**config.mk**
```make
export PLATFORM = sky130hd
export DESIGN_NAME = axi_wr_slave
export DESIGN_NICKNAME = d
export VERILOG_FILES = /design/src/rtl/axi_wr_slave.sv
export SDC_FILE = /design/constraint.sdc
export NUM_CORES = 1
export LEC_CHECK = 0
export BUFFER_PORTS_ARGS = -buffer_cell sky130_fd_sc_hd__buf_2
export CORE_AREA = 3 3 128 106
export DETAILED_ROUTE_END_ITERATION = 7
export DIE_AREA = 0 0 131 109
export PLACE_DENSITY = 0.83
export SLEW_MARGIN = 25
export SYNTH_ARGS = -nofsm -noshare
export SYNTH_HDL_FRONTEND = slang
export SYNTH_SLANG_ARGS = --single-unit
```
**constraint.sdc**
```tcl
create_clock -name aclk -period 8.1 [get_ports aclk]
set_clock_uncertainty 0.15 [all_clocks]
set_input_delay 0.405 -clock aclk [delete_from_list [all_inputs] [get_ports aclk]]
set_output_delay 0.405 -clock aclk [all_outputs]
set_load 0.05 [all_outputs]
```
**src/rtl/axi_wr_slave.sv**
```systemverilog
// AXI3 write-channel slave: accepts one AW burst at a time, turns each W beat
// into a single registered byte-enabled write on a simple memory port.
module axi_wr_slave #(
   parameter int ADDR_W = 32,
   parameter int DATA_W = 64,
   parameter int MEM_AW = 16
) (
   input  logic              aclk,
   input  logic              arst,
   input  logic [ADDR_W-1:0] awaddr,
   input  logic [3:0]        awid,
   input  logic [3:0]        awlen,
   input  logic [2:0]        awsize,
   input  logic [1:0]        awburst,
   input  logic              awvalid,
   output logic              awready,
   input  logic [3:0]        wid,
   input  logic [DATA_W-1:0] wdata,
   input  logic [3:0]        wstrb,
   input  logic              wlast,
   input  logic              wvalid,
   output logic              wready,
   output logic [3:0]        bid,
   output logic [1:0]        bresp,
   output logic              bvalid,
   input  logic              bready,
   output logic              mem_we,
   output logic [MEM_AW-1:0] mem_addr,
   output logic [DATA_W-1:0] mem_wdata,
   output logic [7:0]        mem_be
);

   typedef enum logic [1:0] {IDLE, DATA, RESP} state_t;

   state_t            r_state;
   state_t            w_next;
   logic              r_awready;
   logic              r_wready;
   logic              r_bvalid;
   logic [ADDR_W-1:0] r_addr;
   logic [3:0]        r_id;
   logic [3:0]        r_len;
   logic [2:0]        r_size;
   logic [1:0]        r_burst;
   logic [3:0]        r_beatCnt;
   logic              r_err;
   logic              r_noWrite;
   logic              r_memWe;
   logic [MEM_AW-1:0] r_memAddr;
   logic [DATA_W-1:0] r_memWdata;
   logic [7:0]        r_memBe;

   logic              w_awHs;
   logic              w_wHs;
   logic              w_bHs;
   logic              w_lastBeat;
   logic              w_awErr;
   logic              w_beatErr;
   logic [ADDR_W-1:0] w_incr;
   logic [ADDR_W-1:0] w_wrapMask;
   logic [ADDR_W-1:0] w_nextAddr;
   logic [7:0]        w_expStrb;
   logic [7:0]        w_laneMask;

   assign w_awHs     = awvalid && r_awready;
   assign w_wHs      = wvalid && r_wready;
   assign w_bHs      = r_bvalid && bready;
   assign w_lastBeat = (r_beatCnt == r_len);

   // Burst-shape errors are known at AW time and suppress every write of the burst.
   assign w_awErr = (awburst == 2'b11) || (awsize > 3'd3) ||
                    ((awburst == 2'b10) && !((awlen == 4'd1) || (awlen == 4'd3) ||
                                             (awlen == 4'd7) || (awlen == 4'd15)));
   assign w_beatErr = (wid != r_id) || (wlast != w_lastBeat);

   assign w_incr     = ADDR_W'(1) << r_size;
   assign w_wrapMask = ((ADDR_W'(r_len) + ADDR_W'(1)) << r_size) - ADDR_W'(1);

   always_comb begin
      w_nextAddr = r_addr + w_incr;
      case (r_burst)
         2'b00:   w_nextAddr = r_addr;
         2'b10:   w_nextAddr = (r_addr & ~w_wrapMask) | ((r_addr + w_incr) & w_wrapMask);
         default: w_nextAddr = r_addr + w_incr;
      endcase
   end

   // Narrow beats only touch the size-aligned container that holds the beat address.
   always_comb begin
      w_expStrb  = {{2{wstrb[3]}}, {2{wstrb[2]}}, {2{wstrb[1]}}, {2{wstrb[0]}}};
      w_laneMask = 8'hFF;
      case (r_size)
         3'd0:    w_laneMask = 8'h01 << r_addr[2:0];
         3'd1:    w_laneMask = 8'h03 << {r_addr[2:1], 1'b0};
         3'd2:    w_laneMask = 8'h0F << {r_addr[2], 2'b00};
         default: w_laneMask = 8'hFF;
      endcase
   end

   always_comb begin
      w_next = r_state;
      case (r_state)
         IDLE:    if (w_awHs) w_next = DATA;
         DATA:    if (w_wHs && w_lastBeat) w_next = RESP;
         RESP:    if (w_bHs) w_next = IDLE;
         default: w_next = IDLE;
      endcase
   end

   // Handshake outputs are registered from the next state so they drop to 0 in
   // reset and come up one cycle after release.
   always_ff @(posedge aclk or posedge arst) begin
      if (arst) begin
         r_state   <= IDLE;
         r_awready <= 1'b0;
         r_wready  <= 1'b0;
         r_bvalid  <= 1'b0;
      end else begin
         r_state   <= w_next;
         r_awready <= (w_next == IDLE);
         r_wready  <= (w_next == DATA);
         r_bvalid  <= (w_next == RESP);
      end
   end

   always_ff @(posedge aclk or posedge arst) begin
      if (arst) begin
         r_addr    <= '0;
         r_id      <= '0;
         r_len     <= '0;
         r_size    <= '0;
         r_burst   <= '0;
         r_beatCnt <= '0;
         r_err     <= 1'b0;
         r_noWrite <= 1'b0;
      end else if (w_awHs) begin
         r_addr    <= awaddr;
         r_id      <= awid;
         r_len     <= awlen;
         r_size    <= awsize;
         r_burst   <= awburst;
         r_beatCnt <= '0;
         r_err     <= w_awErr;
         r_noWrite <= w_awErr;
      end else if (w_wHs) begin
         r_addr    <= w_nextAddr;
         r_beatCnt <= r_beatCnt + 4'd1;
         if (w_beatErr) r_err <= 1'b1;
      end
   end

   // One-cycle write pipeline; data fields only update on an accepted beat.
   always_ff @(posedge aclk or posedge arst) begin
      if (arst) begin
         r_memWe    <= 1'b0;
         r_memAddr  <= '0;
         r_memWdata <= '0;
         r_memBe    <= '0;
      end else begin
         r_memWe <= w_wHs && !r_noWrite;
         if (w_wHs) begin
            r_memAddr  <= r_addr[MEM_AW+2:3];
            r_memWdata <= wdata;
            r_memBe    <= w_expStrb & w_laneMask;
         end
      end
   end

   assign awready   = r_awready;
   assign wready    = r_wready;
   assign bvalid    = r_bvalid;
   assign bid       = r_id;
   assign bresp     = (r_bvalid && r_err) ? 2'b10 : 2'b00;
   assign mem_we    = r_memWe;
   assign mem_addr  = r_memAddr;
   assign mem_wdata = r_memWdata;
   assign mem_be    = r_memBe;

endmodule

```
After elaboration in Yosys (flattened, before gate mapping)
Index checks and enable logic that the tools add are counted.
Widths: inputs -> output; s select.

operators by class
  multipliers = 0
  divide/modulo/power cells = 0
  equal/unequal tests = 17
  add/subtract/negate cells = 4
  $lt $le $gt $ge = 1
  mux-type cells = 14
  shift-type cells = 5
  bitwise operators = 5
  reductions and logical operators = 23

operator list
  kind                   number
  $and 32x32->32         2
  $mux 32                2
  $pmux 32 s2            1
  $add 32x32->32         1
  $not 32->32            1
  $or 32x32->32          1
  $shl 1x3->32 const A   1
  $shl 5x3->32           1
  $sub 32x1->32 const B  1
  $pmux 8 s3             1
  $eq 2x2->1 const B     5
  $and 8x8->8            1
  $mux 2                 4
  $mux 4                 2
  $shl 1x3->8 const A    1
  $shl 2x3->8 const A    1
  $shl 4x3->8 const A    1
  $logic_and 1x1->1      7
  $logic_not 2->1        3
  $logic_or 1x1->1       6
  $pmux 2 s3             1
  $add 4x1->5 const B    1
  $add 4x1->4 const B    1
  $eq 2x1->1 const B     2
  16 further kinds       21

word-level totals
  memories = 0
  RAM bits = 0
  output and inout bits = 98
  ROM bits = 0
  input port bits = 123
  bits in latches = 0
  word-level logic and storage cells = 85
  bits in registers = 145

Logic depth before layout (Yosys ltp)
  depth after elaboration = 9
  depth in mapped cells = 15
  depth with buffers taken out = 12

Worst setup path before layout
No wires, ideal clock.

  kind = flip-flop to flip-flop
  from = register r_size[0]
  to = register with a tool-made name
  required time = 7.868 ns
  period minus slack after synthesis = 3.422 ns
  arrival time = 3.191 ns
  stages on the path, launching flop included = 15
  buffers on the path = 3
  library setup time = 0.082 ns
  setup slack = 4.678 ns
  path through = dfrtp_1 -> buf_2 -> buf_6 -> clkbuf_1 -> nor3_1 -> ha_1 -> inv_1 -> fa_1 -> nor2_1 -> o31a_1 -> o21ai_0 -> a211oi_1 -> nand2_1 -> or4_1 -> a31oi_1

RTL lines
  what                      line  source
  start: declaration        43    logic [2:0] r_size;
  start signal: assignment  140   r_size <= awsize;

==> run_summary.xml <==
<?xml version="1.0" encoding="UTF-8"?>
<metrics>
  <group name="synthesis">
    <metric name="yosys_most_used_dff" unit="">sky130_fd_sc_hd__dfrtp_1</metric>
    <metric name="synth-edff-count" unit="">0</metric>
    <metric name="ys_async_sr_fraction" unit="">1.00</metric>
    <metric name="ys_top_cells_by_count" unit="">sky130_fd_sc_hd__nand2_1, sky130_fd_sc_hd__dfrtp_1, sky130_fd_sc_hd__nor2_1, sky130_fd_sc_hd__clkbuf_1, sky130_fd_sc_hd__o21ai_0</metric>
    <metric name="yosys.cell_count.top_type" unit="">sky130_fd_sc_hd__nand2_1</metric>
    <metric name="syn-instance-count" unit="">795</metric>
    <metric name="yosys.area.top_type" unit="">sky130_fd_sc_hd__dfrtp_1</metric>
    <metric name="synth-seq-cells" unit="">132</metric>
    <metric name="syn_area_per_cell" unit="um^2">8.48</metric>
    <metric name="netlist_area" unit="um^2">6750</metric>
    <metric name="netlist_top_cells_area" unit="">sky130_fd_sc_hd__dfrtp_1, sky130_fd_sc_hd__nand2_1, sky130_fd_sc_hd__nor2_1, sky130_fd_sc_hd__o21ai_0, sky130_fd_sc_hd__ha_1</metric>
    <metric name="synth_largest_type_area_fraction" unit="">0.490</metric>
    <metric name="netlist-cell-type-count" unit="">73</metric>
    <metric name="synth_fp_nets" unit="">931</metric>
    <metric name="ys_warn_count" unit="">0</metric>
    <metric name="synth_seq_area_share" unit="">0.490</metric>
  </group>
  <group name="floorplan">
    <metric name="num_io_pins" unit="">221</metric>
    <metric name="rows" unit="">36</metric>
    <metric name="placeable_core_region" unit="um^2">12200</metric>
    <metric name="die-area" unit="um^2">14300</metric>
    <metric name="dieHeight" unit="um">109</metric>
    <metric name="die_x" unit="um">131</metric>
    <metric name="start_util" unit="">0.553</metric>
  </group>
  <group name="placed_design">
    <metric name="port_buffers" unit="">206</metric>
    <metric name="post-place-cells" unit="">1134</metric>
    <metric name="postPlaceCellArea" unit="um^2">7850</metric>
    <metric name="dp_hpwl" unit="um">12500</metric>
    <metric name="gpl.final_weighted_congestion" unit="">0.899</metric>
  </group>
  <group name="setup_path">
    <metric name="crit_path_end_kind" unit="">flop</metric>
    <metric name="setup.worst_path.class" unit="">reg2reg</metric>
    <metric name="worst-endpoint-required" unit="ns">8.28</metric>
    <metric name="crit_path_start_kind" unit="">flop</metric>
    <metric name="path_max_fanout" unit="">22</metric>
    <metric name="worst-endpoint-arrival" unit="ns">4.07</metric>
  </group>
  <group name="power_and_ir_drop">
    <metric name="seqPwrFrac" unit="">0.287</metric>
    <metric name="swShare" unit="">0.522</metric>
    <metric name="power_per_cell_area" unit="nW/um^2">521</metric>
    <metric name="p_clk_frac" unit="">0.171</metric>
    <metric name="cell_internal_pwr" unit="W">0.00210</metric>
    <metric name="power.combinational.fraction" unit="">0.542</metric>
    <metric name="standby_leakage_power" unit="nW">4.42</metric>
    <metric name="vdd_drop_max" unit="mV">0.319</metric>
    <metric name="power.switching" unit="W">0.00229</metric>
  </group>
  <group name="cts">
    <metric name="cts_resized" unit="">0</metric>
    <metric name="path_clk_slew" unit="ns">0.06</metric>
    <metric name="htreeDepth" unit="">4</metric>
    <metric name="cts-hold-fix-buffers" unit="">0</metric>
    <metric name="cts_setup_buffers" unit="">0</metric>
    <metric name="insertion_delay" unit="ns">0.42</metric>
    <metric name="tritoncts" unit="">built</metric>
    <metric name="cts-buffers-inserted" unit="">17</metric>
    <metric name="ctsRootBufferMaster" unit="">sky130_fd_sc_hd__clkbuf_16</metric>
    <metric name="number_of_sinks_handled_by_clock_tree_synthesis" unit="">132</metric>
    <metric name="clk_path_buf_depth" unit="">2</metric>
  </group>
  <group name="min_path">
    <metric name="holdCritPathClass" unit="">in2reg</metric>
  </group>
  <group name="timing">
    <metric name="setup_repair_after_global_routing_missed_its_margin" unit="">no</metric>
    <metric name="finalSetupViolCount" unit="">0</metric>
    <metric name="finalMaxSlewViolations" unit="">0</metric>
    <metric name="finalWorstPathRequiredPeriod" unit="ns">3.88</metric>
    <metric name="worst-slew-pin-transition" unit="ns">0.961</metric>
    <metric name="number_of_hold_violations_in_the_final_report" unit="">0</metric>
    <metric name="slew-limit-headroom" unit="">0.359</metric>
    <metric name="timing.setup.tns" unit="ns">0</metric>
    <metric name="timing.fmax" unit="MHz">258</metric>
    <metric name="fin_worst_hold_slack" unit="ns">0.0249</metric>
    <metric name="timing.final.crit_share" unit="">0.479</metric>
  </group>
  <group name="route">
    <metric name="vias_per_cell" unit="">5.31</metric>
    <metric name="drt_first_iter_violations" unit="">424</metric>
    <metric name="num_vias" unit="">6192</metric>
    <metric name="drc" unit="">0</metric>
    <metric name="post_drt_wl_per_cell" unit="um">15.4</metric>
    <metric name="drtAntennaViolNets" unit="">0</metric>
    <metric name="detailedRoute.firstPassIterationCount" unit="">6</metric>
    <metric name="wl" unit="um">17900</metric>
  </group>
  <group name="run">
    <metric name="cap_viol_max_count" unit="">0</metric>
  </group>
  <group name="finish">
    <metric name="area_of_all_placed_cells_without_fillers" unit="um^2">8430</metric>
    <metric name="fillers" unit="">972</metric>
    <metric name="non_filler_instances" unit="">1166</metric>
    <metric name="design.final.nets" unit="">1118</metric>
    <metric name="drive_gt1_frac" unit="">0.265</metric>
    <metric name="areaGrowthSynthToFinish" unit="%">25.0</metric>
    <metric name="multi_input_area" unit="um^2">3220</metric>
    <metric name="diodes" unit="">0</metric>
    <metric name="register_area" unit="um^2">3300</metric>
  </group>
  <group name="global_routing">
    <metric name="grt_start_max_net_pins" unit="">92</metric>
    <metric name="grt_antenna_before_repair" unit="">0</metric>
    <metric name="gr-total-overflow" unit="">0</metric>
    <metric name="grt.met1_usage" unit="">0.359</metric>
    <metric name="grt-busiest-layer" unit="">met2</metric>
    <metric name="grt_pass1_wl" unit="um">28500</metric>
    <metric name="grt_util_met3" unit="">0.0681</metric>
    <metric name="grt_use_total" unit="">0.252</metric>
    <metric name="vias_in_the_first_global_route" unit="">5763</metric>
    <metric name="grt_use_met2" unit="">0.382</metric>
  </group>
  <group name="status">
    <metric name="outcome" unit="">completed</metric>
  </group>
</metrics>
metrics by stage:
| stage | worst slack (ns) | util | power, W |
|---|---|---|---|
| CTS | 4.27 | 0.691 | 0.00440 |
| finish | 4.22 | 0.691 | 0.00439 |
| floorplan | 4.02 | - | 0.00308 |
| global placement | 4.41 | 0.643 | 0.00357 |
| global route | 3.92 | 0.691 | 0.00468 |
| detailed placement | 4.31 | 0.643 | 0.00363 |
placed cells by master, fill, tap and decap left out, types with 6 or more instances in the layout:
master,instances
sky130_fd_sc_hd__a31oi_1,7
sky130_fd_sc_hd__nor3_1,9
sky130_fd_sc_hd__o21ai_0,32
sky130_fd_sc_hd__buf_2,206
sky130_fd_sc_hd__buf_4,6
sky130_fd_sc_hd__nand2_1,313
sky130_fd_sc_hd__clkbuf_16,17
sky130_fd_sc_hd__and3_1,11
sky130_fd_sc_hd__o31ai_1,6
sky130_fd_sc_hd__inv_1,8
sky130_fd_sc_hd__nand4_1,8
sky130_fd_sc_hd__xor2_1,13
sky130_fd_sc_hd__dfrtp_1,132
sky130_fd_sc_hd__ha_1,12
sky130_fd_sc_hd__and2_1,7
sky130_fd_sc_hd__a21oi_1,24
sky130_fd_sc_hd__xnor2_1,11
sky130_fd_sc_hd__nor2_1,45
sky130_fd_sc_hd__nand3_1,16
kinds of logic after synthesis:
kind of cell    Yosys count  share of synthesized area
other cells               1                   0.000556
simple gates            448                      0.288
mux                       6                    0.00909
flops                   132                      0.490
compound gates          116                      0.118
fa+ha+maj                13                     0.0252
xor+xnor                 25                     0.0352
buf+inv                  54                     0.0343
worst paths after layout:
| kind | start | end | slack, ns | cells after the start |
|---|---|---|---|---|
| max | r_size[1]$_DFFE_PP0P_ | flop | 4.22 | 10 |
| min | wdata[14] | mem_wdata[14]$_DFFE_PP0P_ | 0.02 | 3 |
| max reg2reg | r_size[1]$_DFFE_PP0P_ | flop | 4.22 | 10 |
| min reg2reg | r_noWrite$_DFFE_PP0P_ | mem_we$_DFF_PP0_ | 0.28 | 1 |
| max in group asynchronous | arst | asynchronous set/reset pin | 6.50 | 3 |
| min in group asynchronous | arst | mem_wdata[48]$_DFFE_PP0P_ | 0.03 | 2 |
layer usage:
metal  routed length [um]  vias to the layer above  part of all wire
li1                     -                     3030                 -
met1                 7990                     2898              0.45
met2                 8180                      247              0.46
met3                 1600                       17             0.089
met4                  170                        0            0.0095
met5                    0                        -                 0
layout make-up:
class | count | area share
multi-input combinational | 609 | 0.382
tap | 171 | 0.0254
sequential | 132 | 0.392
clock buffer | 17 | 0.0505
timing repair buffer | 212 | 0.128
inverter | 10 | 0.00475
clock inverter | 15 | 0.0181
power groups by stage:
stage                     sequential (W)  combinational (W)  clock [W]
after floorplan                  0.00199            0.00109          0
final                            0.00126            0.00238   0.000753
after global routing             0.00131            0.00258   0.000794
after CTS                        0.00126            0.00239   0.000763
after global placement           0.00124            0.00233          0
after detailed placement         0.00125            0.00238          0
worst max-delay path: stages (launching register included):
cell and delay (ns):
sky130_fd_sc_hd__dfrtp_1 0.64, sky130_fd_sc_hd__nor2_1 0.47, sky130_fd_sc_hd__nand2_1 0.18, sky130_fd_sc_hd__fa_1 0.50, sky130_fd_sc_hd__nor2_1 0.16, sky130_fd_sc_hd__o31a_1 0.17, sky130_fd_sc_hd__o21ai_0 0.13, sky130_fd_sc_hd__a211oi_1 0.53
sky130_fd_sc_hd__nand2_1 0.18, sky130_fd_sc_hd__or4_1 0.53, sky130_fd_sc_hd__a31oi_1 0.17
Note: power is estimated with default switching activity, not from simulation.
